$ cat src/rtl/alu_execute_stage.sv
// alu_execute_stage: single-cycle ALU plus iterative 16-step shift-add MUL,
// feeding the register file write port through a registered write-back pulse.
module alu_execute_stage #(
    parameter int unsigned DATA_W = 16,
    parameter int unsigned ADDR_W = 4
) (
    input  logic              clk,
    input  logic              rst,
    input  logic              issue_valid,
    output logic              issue_ready,
    input  logic [2:0]        op,
    input  logic [ADDR_W-1:0] dest,
    input  logic [DATA_W-1:0] src_a,
    input  logic [DATA_W-1:0] src_b,
    output logic              wb_en,
    output logic [ADDR_W-1:0] wb_dest,
    output logic [DATA_W-1:0] wb_data,
    output logic              busy,
    output logic              flag_zero,
    output logic              flag_carry
);

    localparam int unsigned CNT_W   = $clog2(DATA_W);
    localparam int unsigned SHAMT_W = $clog2(DATA_W);
    localparam int unsigned PROD_W  = 2 * DATA_W;

    localparam logic [2:0] OP_ADD = 3'b000;
    localparam logic [2:0] OP_SUB = 3'b001;
    localparam logic [2:0] OP_AND = 3'b010;
    localparam logic [2:0] OP_OR  = 3'b011;
    localparam logic [2:0] OP_XOR = 3'b100;
    localparam logic [2:0] OP_SHL = 3'b101;
    localparam logic [2:0] OP_SHR = 3'b110;
    localparam logic [2:0] OP_MUL = 3'b111;

    typedef enum logic [0:0] {
        ST_IDLE = 1'b0,
        ST_MUL  = 1'b1
    } state_t;

    state_t              state;
    state_t              state_nxt;
    logic [CNT_W-1:0]    cnt;
    logic [PROD_W-1:0]   acc;
    logic [PROD_W-1:0]   acc_step;
    logic [PROD_W-1:0]   mcand;
    logic [DATA_W-1:0]   mplier;
    logic [ADDR_W-1:0]   mul_dest;
    logic                accept;
    logic                mul_last;
    logic [DATA_W-1:0]   alu_res;
    logic                alu_carry;
    logic [DATA_W:0]     wide_sum;

    assign accept   = issue_valid && issue_ready;
    assign mul_last = (state == ST_MUL) && (cnt == CNT_W'(DATA_W - 1));

    // State register
    always_ff @(posedge clk) begin
        if (!rst) begin
            state <= ST_IDLE;
        end else begin
            state <= state_nxt;
        end
    end

    // Next-state logic: leave IDLE only for an accepted MUL, return after the last bit
    always_comb begin
        state_nxt = state;
        case (state)
            ST_IDLE: if (accept && (op == OP_MUL)) state_nxt = ST_MUL;
            ST_MUL:  if (mul_last) state_nxt = ST_IDLE;
            default: state_nxt = ST_IDLE;
        endcase
    end

    // FSM-derived outputs; ready is masked while reset is asserted
    always_comb begin
        issue_ready = 1'b0;
        busy        = 1'b0;
        issue_ready = (state == ST_IDLE) && rst;
        busy        = (state == ST_MUL);
    end

    // Single-cycle ALU result and carry/borrow
    always_comb begin
        alu_res   = '0;
        alu_carry = 1'b0;
        wide_sum  = '0;
        case (op)
            OP_ADD: begin
                wide_sum  = (DATA_W + 1)'(src_a) + (DATA_W + 1)'(src_b);
                alu_res   = wide_sum[DATA_W-1:0];
                alu_carry = wide_sum[DATA_W];
            end
            OP_SUB: begin
                wide_sum  = (DATA_W + 1)'(src_a) - (DATA_W + 1)'(src_b);
                alu_res   = wide_sum[DATA_W-1:0];
                alu_carry = wide_sum[DATA_W];
            end
            OP_AND:  alu_res = src_a & src_b;
            OP_OR:   alu_res = src_a | src_b;
            OP_XOR:  alu_res = src_a ^ src_b;
            OP_SHL:  alu_res = src_a << src_b[SHAMT_W-1:0];
            OP_SHR:  alu_res = src_a >> src_b[SHAMT_W-1:0];
            default: alu_res = '0;
        endcase
    end

    // One shift-add step: multiplicand is pre-shifted, so bit cnt sits at mplier[0]
    always_comb begin
        acc_step = acc;
        if (mplier[0]) acc_step = acc + mcand;
    end

    // Datapath: operand capture, MUL iteration and registered write-back
    always_ff @(posedge clk) begin
        if (!rst) begin
            cnt        <= '0;
            acc        <= '0;
            mcand      <= '0;
            mplier     <= '0;
            mul_dest   <= '0;
            wb_en      <= 1'b0;
            wb_dest    <= '0;
            wb_data    <= '0;
            flag_zero  <= 1'b0;
            flag_carry <= 1'b0;
        end else begin
            wb_en <= 1'b0;
            if (state == ST_IDLE) begin
                if (accept) begin
                    if (op == OP_MUL) begin
                        cnt      <= '0;
                        acc      <= '0;
                        mcand    <= PROD_W'(src_a);
                        mplier   <= src_b;
                        mul_dest <= dest;
                    end else begin
                        wb_en      <= (dest != '0);
                        wb_dest    <= dest;
                        wb_data    <= alu_res;
                        flag_zero  <= (alu_res == '0);
                        flag_carry <= alu_carry;
                    end
                end
            end else begin
                acc    <= acc_step;
                mcand  <= mcand << 1;
                mplier <= mplier >> 1;
                cnt    <= cnt + CNT_W'(1);
                if (mul_last) begin
                    wb_en      <= (mul_dest != '0);
                    wb_dest    <= mul_dest;
                    wb_data    <= acc_step[DATA_W-1:0];
                    flag_zero  <= (acc_step[DATA_W-1:0] == '0);
                    flag_carry <= |acc_step[PROD_W-1:DATA_W];
                end
            end
        end
    end

endmodule

$ cat config.mk
export PLATFORM = sky130hd
export DESIGN_NAME = alu_execute_stage
export DESIGN_NICKNAME = d
export VERILOG_FILES = /design/src/rtl/alu_execute_stage.sv
export SDC_FILE = /design/constraint.sdc
export NUM_CORES = 1
export LEC_CHECK = 0
export BUFFER_PORTS_ARGS = -buffer_cell sky130_fd_sc_hd__buf_2
export CAP_MARGIN = 20
export CORE_UTILIZATION = 25
export CTS_CLUSTER_SIZE = 25
export DETAILED_ROUTE_END_ITERATION = 10
export SYNTH_ARGS = -nofsm -noshare
export SYNTH_HDL_FRONTEND = slang
export SYNTH_SLANG_ARGS = --single-unit
$ cat constraint.sdc
create_clock -name clk -period 5.8 [get_ports clk]
set_input_delay 0.58 -clock clk [delete_from_list [all_inputs] [get_ports clk]]
set_output_delay 0.58 -clock clk [all_outputs]
set_load 0.01 [all_outputs]
==> results of run 1 <==
[flip-flops by register name, summed over array words and instances (netlist names), 4 cells and up]
signal,cells
acc,32
mcand,32
mplier,16
wb_data,16
cnt,4
mul_dest,4
wb_dest,4
[tightest hold or removal path: cells and delay by family (launching register included)]
family	cells	cell delay, ps
compound gates	1	60
flops	1	310
simple gates	1	50
[power groups by stage]
stage	clock [mW]	sequential (mW)	combinational (mW)
CTS	0.685	0.793	0.500
global placement	0	0.811	0.500
global route	0.713	0.795	0.554
floorplan	0	0.812	0.316
detailed placement	0	0.811	0.498
finish	0.668	0.793	0.510
[through the flow]
| step | std cells | worst slack, ps | utilization |
|---|---|---|---|
| detailed placement | 2003 | 1780 | 0.272 |
| CTS | 2019 | 2150 | 0.280 |
| global route | 2019 | 1840 | 0.280 |
| floorplan | 1491 | 2300 | - |
| global placement | 2003 | 1750 | 0.272 |
| finish | 2019 | 2090 | 0.280 |
[per-layer routing]
metal  vias to the layer above  routed length [microns]
li1                       5335                        -
met5                         -                        0
met2                       491                    17800
met3                        77                     2930
met4                         0                     1220
met1                      5234                    17800
[cells by family after synthesis]
group                    Yosys count
buffers and inverters            171
multiplexers                      69
AND/OR/NAND/NOR                  556
AO/OA/AOI/OAI                    467
XOR/XNOR                          29
flip-flops                       112
adder cells (fa/ha/maj)           87
[layout make-up]
type / instances / area [sq um] / share of cell area
clock inverters: 7 / 90.1 / 0.00762
inverters: 62 / 233 / 0.0197
multi-input cells: 1208 / 7900 / 0.668
flip-flops and latches: 112 / 2250 / 0.190
clock buffers: 9 / 225 / 0.0191
well taps: 539 / 674 / 0.0571
repair buffers: 82 / 450 / 0.0381
[how the worst max path moves through the flow]
stage | startpoint | end | slack [ps]
6_report | src_a[1] | flag_zero | 2090
3_3_place_gp | src_b[0] | flag_zero | 1750
2_1_floorplan | src_b[2] | flag_zero | 2300
5_1_grt | src_b[0] | flag_zero | 1840
4_1_cts | src_a[1] | flag_zero | 2150
3_5_place_dp | src_a[1] | flag_zero | 1780
[placed cells by master (no fill, tap or decap), drive strengths merged, types with 11 or more instances in the layout]
master  synthesis  final
buf            28     82
mux2i          42     42
mux4           14     14
nand4          16     16
ha             84     84
xor2           11     11
and2           41     41
nor2b          55     55
a21oi         155    155
mux2           13     13
nand2b         13     13
a221oi         12     12
a22oi          18     18
a31oi          13     13
nand2         239    239
o22ai          15     15
inv            61     65
xnor2          18     18
a211oi         18     18
dfxtp         112    112
o21ai          93     93
a21boi         29     29
nand3          37     37
nor2           83     83
nor3           30     30
o211ai         18     18
==> metrics.md, run 1 <==
| Metric | Value |
|---|---|
| Setup crit end kind | `flip-flop` |
| Floorplan Core Area | `42200 sq um` |
| Hold path endpoint | `wb_data[6]` |
| Post-route ant nets | `0` |
| Final clock period utilization by the worst path | `0.639` |
| Count leader, synth | `nand2_1` |
| H-tree levels | `3` |
| FF-to-FF path depth | `11` |
| Largest family of logic cells by synthesized area | `compound AO/OA/AOI/OAI gates` |
| Synth top cells by count | `nand2_1 (239), a21oi_1 (155), dfxtp_1 (112)` |
| I/O Pins | `67` |
| Peak supply drop | `111 uV` |
| Crit-path max FO | `11` |
| Crit-path slowest cell | `a221oi_1` |
| Cell depth of the worst hold path | `2` |
| Final Setup Violations | `0` |
| R2R Path Start | `acc[4]` |
| Req. time, crit path | `just over 6000 ps` |
| Simple-Gate Fraction of Synth Area | `0.244` |
| Vias/cell | `5.52` |
| EDFF count, synth | `0` |
| Synth cell types | `72` |
| HP Class | `reg2reg` |
| RSZ-0062 raised after global routing | `no` |
| GRT Total Usage | `0.180` |
| # DRC | `0` |
| Cell Area, Placed | `11500 sq um` |
| Complex-gate fraction of the synthesized area | `0.279` |
| Antenna diodes | `0` |
| GR met1 Demand/Resource | `0.243` |
| Clock Tree Root | `clkbuf_16` |
| Post-cts sizing count | `0` |
| Outcome | `finished clean` |
| Critical path cell sequence | `buf_2, inv_1, ha_1, o21bai_1, a211o_1, a2111o_1, a221oi_1, o21ai_0, a221oi_1, and3_1, nand3_1, o41ai_1` |
| Synthesized cell area | `roughly 11000 sq um` |
| Clk network pwr share | `0.339` |
| Yosys warnings | `0` |
| Starting DRC count in detailed routing | `~1100` |
| Share of the yosys chip area belonging to registers | `0.208` |
| Post-Synth Adder-Cell Area | `0.103` |
| P&R area growth vs syn | `9.56%` |
| Synth area leader | `dfxtp_1` |
| Met3 Track Usage GR | `0.0277` |
| Max Buffers Root-to-Sink | `2` |
| GRT busiest layer | `met2` |
| Setup_tns | `0 ps` |
| DR pass1 iterations | `6` |
| WP data arrival | `about 4000 ps` |
| PD cells | `167 nW/um^2` |
| CP peak stage delay | `600 ps` |
| First-pass GRT wire length | `around 62 mm` |
| Pwr Total | `1.97 mW` |
| Startpoint Class | `primary input` |
| Final instance area | `11800 sq um` |
| Total setup buffers inserted after CTS | `0` |
| Number of cell rows | `75` |
| Layout Nets | `1604` |
| Reg2reg end | `flag_carry` |
| Max-slew violation count | `0` |
| Drt total wl | `39.7 mm` |
| Hold_ws | `around 470 ps` |
| Top_reg_cell synth | `dfxtp_1` |
| Rel. slew slack | `0.349` |
| Reg clk slew, reported paths | `80 ps` |
| Top delay family on crit path | `compound AO/OA/AOI/OAI gates` |
| Port buffer count | `66` |
| Synthesized area per cell | `about 7.2 sq um` |
| Clk sink count | `approximately 110` |
| Logic pwr share | `0.259` |
| Vias in the first global route | `around 11000` |
| Maxcap violations | `0` |
| Fmax | `270 MHz` |
| Multiplexer share of the synthesized area | `0.0818` |
| Syn Inst Count | `between 1000 and 1500` |
| Fillers | `between 4000 and 5000` |
| Top-area cell type share of the netlist area | `0.208` |
| Die H | `210 microns` |
| Internal Power | `1.27 mW` |
| Most frequent CP cell | `a221oi_1` |
| Xor and xnor area share after synthesis | `0.0235` |
| Net Sw Frac | `0.355` |
| Final Critical Period | `approximately 3700 ps` |
| Flop and latch count out of synthesis | `112` |
| LEAKAGE | `between 4 and 5 nW` |
| Largest net degree at the start of global routing | `roughly 110` |
| GPL Wtd Cong | `0.969` |
| Slew at the pin closest to its max-slew limit | `971 ps` |
| # hold bufs at CTS | `0` |
| Grt total ovfl | `0` |
| Worst hold start | `wb_data[6]` |
| TritonCTS Buffers | `9` |
| Initial antenna violation count | `0` |
| Stages on worst setup path | `12` |
| Hold Vio Cnt, Final | `0` |
| Worst skew pair latency | `380 ps` |
| Sw power | `699 uW` |
| Flop pwr share | `0.402` |
| Register-to-register path setup slack | `2130 ps` |
| Drt wl/cell | `19.7 microns` |
| CP bufs+invs | `2` |
| Horiz. Die Dim | `210 microns` |
| Synth area leaders | `dfxtp_1 (21%), ha_1 (9.7%), nand2_1 (8.3%)` |
| Initial core utilization | `0.255` |
| Crit Path Category | `in2reg` |
| Die ar. | `44000 sq um` |
| Met2 Track Usage GR | `0.288` |
| Layout cell share with drive strength beyond 1 | `0.0919` |
| Asr flop ratio synth | `0` |
| CTS tree | `done` |
| Mapped Nets | `1620` |
| DR vias | `11100` |
| Final Skew | `18.8 ps` |
| DP HPWL | `29.8 mm` |
Note: power is estimated with default switching activity, not from simulation.
==> run 2, diff against run 1 <==
clock period = 3.7 ns   (was 5.8 ns; I/O delays follow)
==> metrics.md, run 2 (synthesized netlist as in run 1, its figures left out) <==
| Metric | Value |
|---|---|
| Outcome | `finished clean` |
| Final WS setup | `150 ps` |
| Commonest non-fill, non-tap cells in the layout | `nand2_1 (239), a21oi_1 (155), dfxtp_1 (110)` |
| Final Setup Violations | `0` |
| Post-layout util | `0.292` |
| Setup crit end kind | `flip-flop` |
| Pwr Total | `3.16 mW` |
| Starting DRC count in detailed routing | `1231` |
| Number of cell rows | `75` |
| Startpoint Class | `flip-flop` |
| Total setup buffers inserted after CTS | `0` |
| Floorplan Core Area | `42200 sq um` |
| GRT busiest layer | `met2` |
| TritonCTS Buffers | `9` |
| GRT Total Usage | `0.174` |
| DR vias | `11400` |
| # DRC | `0` |
| Final instance area | `about 12000 sq um` |
| Drt wl/cell | `18.6 microns` |
| Slew at the pin closest to its max-slew limit | `938 ps` |
| LEAKAGE | `4.90 nW` |
| Sequential Area | `2250 sq um` |
| HP Class | `in2reg` |
| Largest net degree at the start of global routing | `110` |
| RSZ-0062 raised after global routing | `no` |
| Final Critical Period | `3550 ps` |
| Met3 Track Usage GR | `0.0201` |
| Crit Path Category | `reg2reg` |
| Post-route ant nets | `0` |
| Max Buffers Root-to-Sink | `2` |
| Req. time, crit path | `between 3000 and 4000 ps` |
| DR pass1 iterations | `6` |
| Cell Area, Placed | `12000 sq um` |
| DP HPWL | `29.9 mm` |
| Multi-input logic area | `7910 sq um` |
| Final Skew | `20.0 ps` |
| Vias/cell | `5.47` |
| CTS tree | `done` |
| P&R area growth vs syn | `14.2%` |
| Final clock period utilization by the worst path | `0.959` |
| Worst skew pair latency | `~370 ps` |
| Clock Tree Root | `clkbuf_16` |
| Pre-CTS setup slack | `-76.9 ps` |
| GR met1 Demand/Resource | `0.243` |
| Most common cell after layout, fill and taps aside | `nand2_1` |
| First-pass GRT wire length | `60.6 mm` |
| Maxcap violations | `0` |
| Max-slew violation count | `0` |
| Drt total wl | `38.8 mm` |
| Fmax | `282 MHz` |
| Peak supply drop | `around 170 uV` |
| Fillers | `approximately 4600` |
| Clk sink count | `112` |
| Met2 Track Usage GR | `0.274` |
| Biggest regs | `acc (32), mcand (32)` |
| Grt total ovfl | `0` |
| Initial antenna violation count | `1` |
| Die H | `210 microns` |
| Layout Nets | `between 1500 and 2000` |
| H-tree levels | `3` |
| Initial core utilization | `0.255` |
| Hold Vio Cnt, Final | `0` |
| Crit-path max FO | `7` |
| Rel. slew slack | `0.375` |
| Antenna diodes | `0` |
| Reg clk slew, reported paths | `roughly 100 ps` |
| I/O Pins | `67` |
| Vias in the first global route | `10500` |
| Port buffer count | `66` |
| Die ar. | `44000 sq um` |
| Setup_tns | `0 ps` |
| Horiz. Die Dim | `210 microns` |
| Layout cell share with drive strength beyond 1 | `0.130` |
| WP data arrival | `roughly 3800 ps` |
| GPL Wtd Cong | `0.990` |
| PD cells | `about 260 nW/um^2` |
==> run 2: cell types whose count changed in the layout (fill, tap and decap cells not counted), sizes merged <==
cell      previous run  this run
buf                 82       145
inv                 65        66
clkinvlp             1         0
==> run 2: what timing repair did <==
item	CTS	global route
hold buffers	0	0
gates resized for setup	0	6
endpoints found under the setup margin	0	2
==> run 2: path summary, 6_finish.rpt <==
path	start	endpoint	slack [ps]	depth (start not counted)
setup / recovery	mcand[4]	flag_carry	150	11
hold / removal	dest[3]	mul_dest[3]	280	3
setup reg to reg	mcand[4]	flag_carry	150	11
hold reg to reg	wb_data[4]	wb_data[4]	470	2
==> run 2: cell type report <==
type	count	area share
repair buffers	145	0.0760
inverters	62	0.0189
flip-flops and latches	112	0.182
multi-input cells	1208	0.642
clock buffers	9	0.0183
well taps	539	0.0547
clock inverters	7	0.00762
==> run 2: worst max-delay path: stages (launching register included) <==
cell and delay [ps]:
dfxtp_1 350, ha_1 370, and2_4 180, a221oi_4 360, a21oi_1 150, or4b_4 570
or4_1 450, nand3_1 120, a31oi_1 120, a2111oi_1 450, and4b_1 260, nor2_1 40
==> run 2: layer usage <==
| metal | vias to the layer above | part of all wire |
|---|---|---|
| met5 | - | 0 |
| met4 | 0 | 0.033 |
| met3 | 74 | 0.068 |
| met2 | 444 | 0.45 |
| met1 | 5414 | 0.45 |
| li1 | 5459 | - |
==> run 2: metrics by stage <==
step                cells  hold slack, ps
detailed placement   2066             465
global placement     2066             453
floorplan            1491             444
global route         2082             269
finish               2082             280
CTS                  2082             265
==> run 2: report_power, final <==
part,switching (mW),internal (mW),total [mW]
sequential,0.0170,1.23,1.24
clock,0.561,0.499,1.06
combinational,0.530,0.329,0.859
total,1.11,2.05,3.16
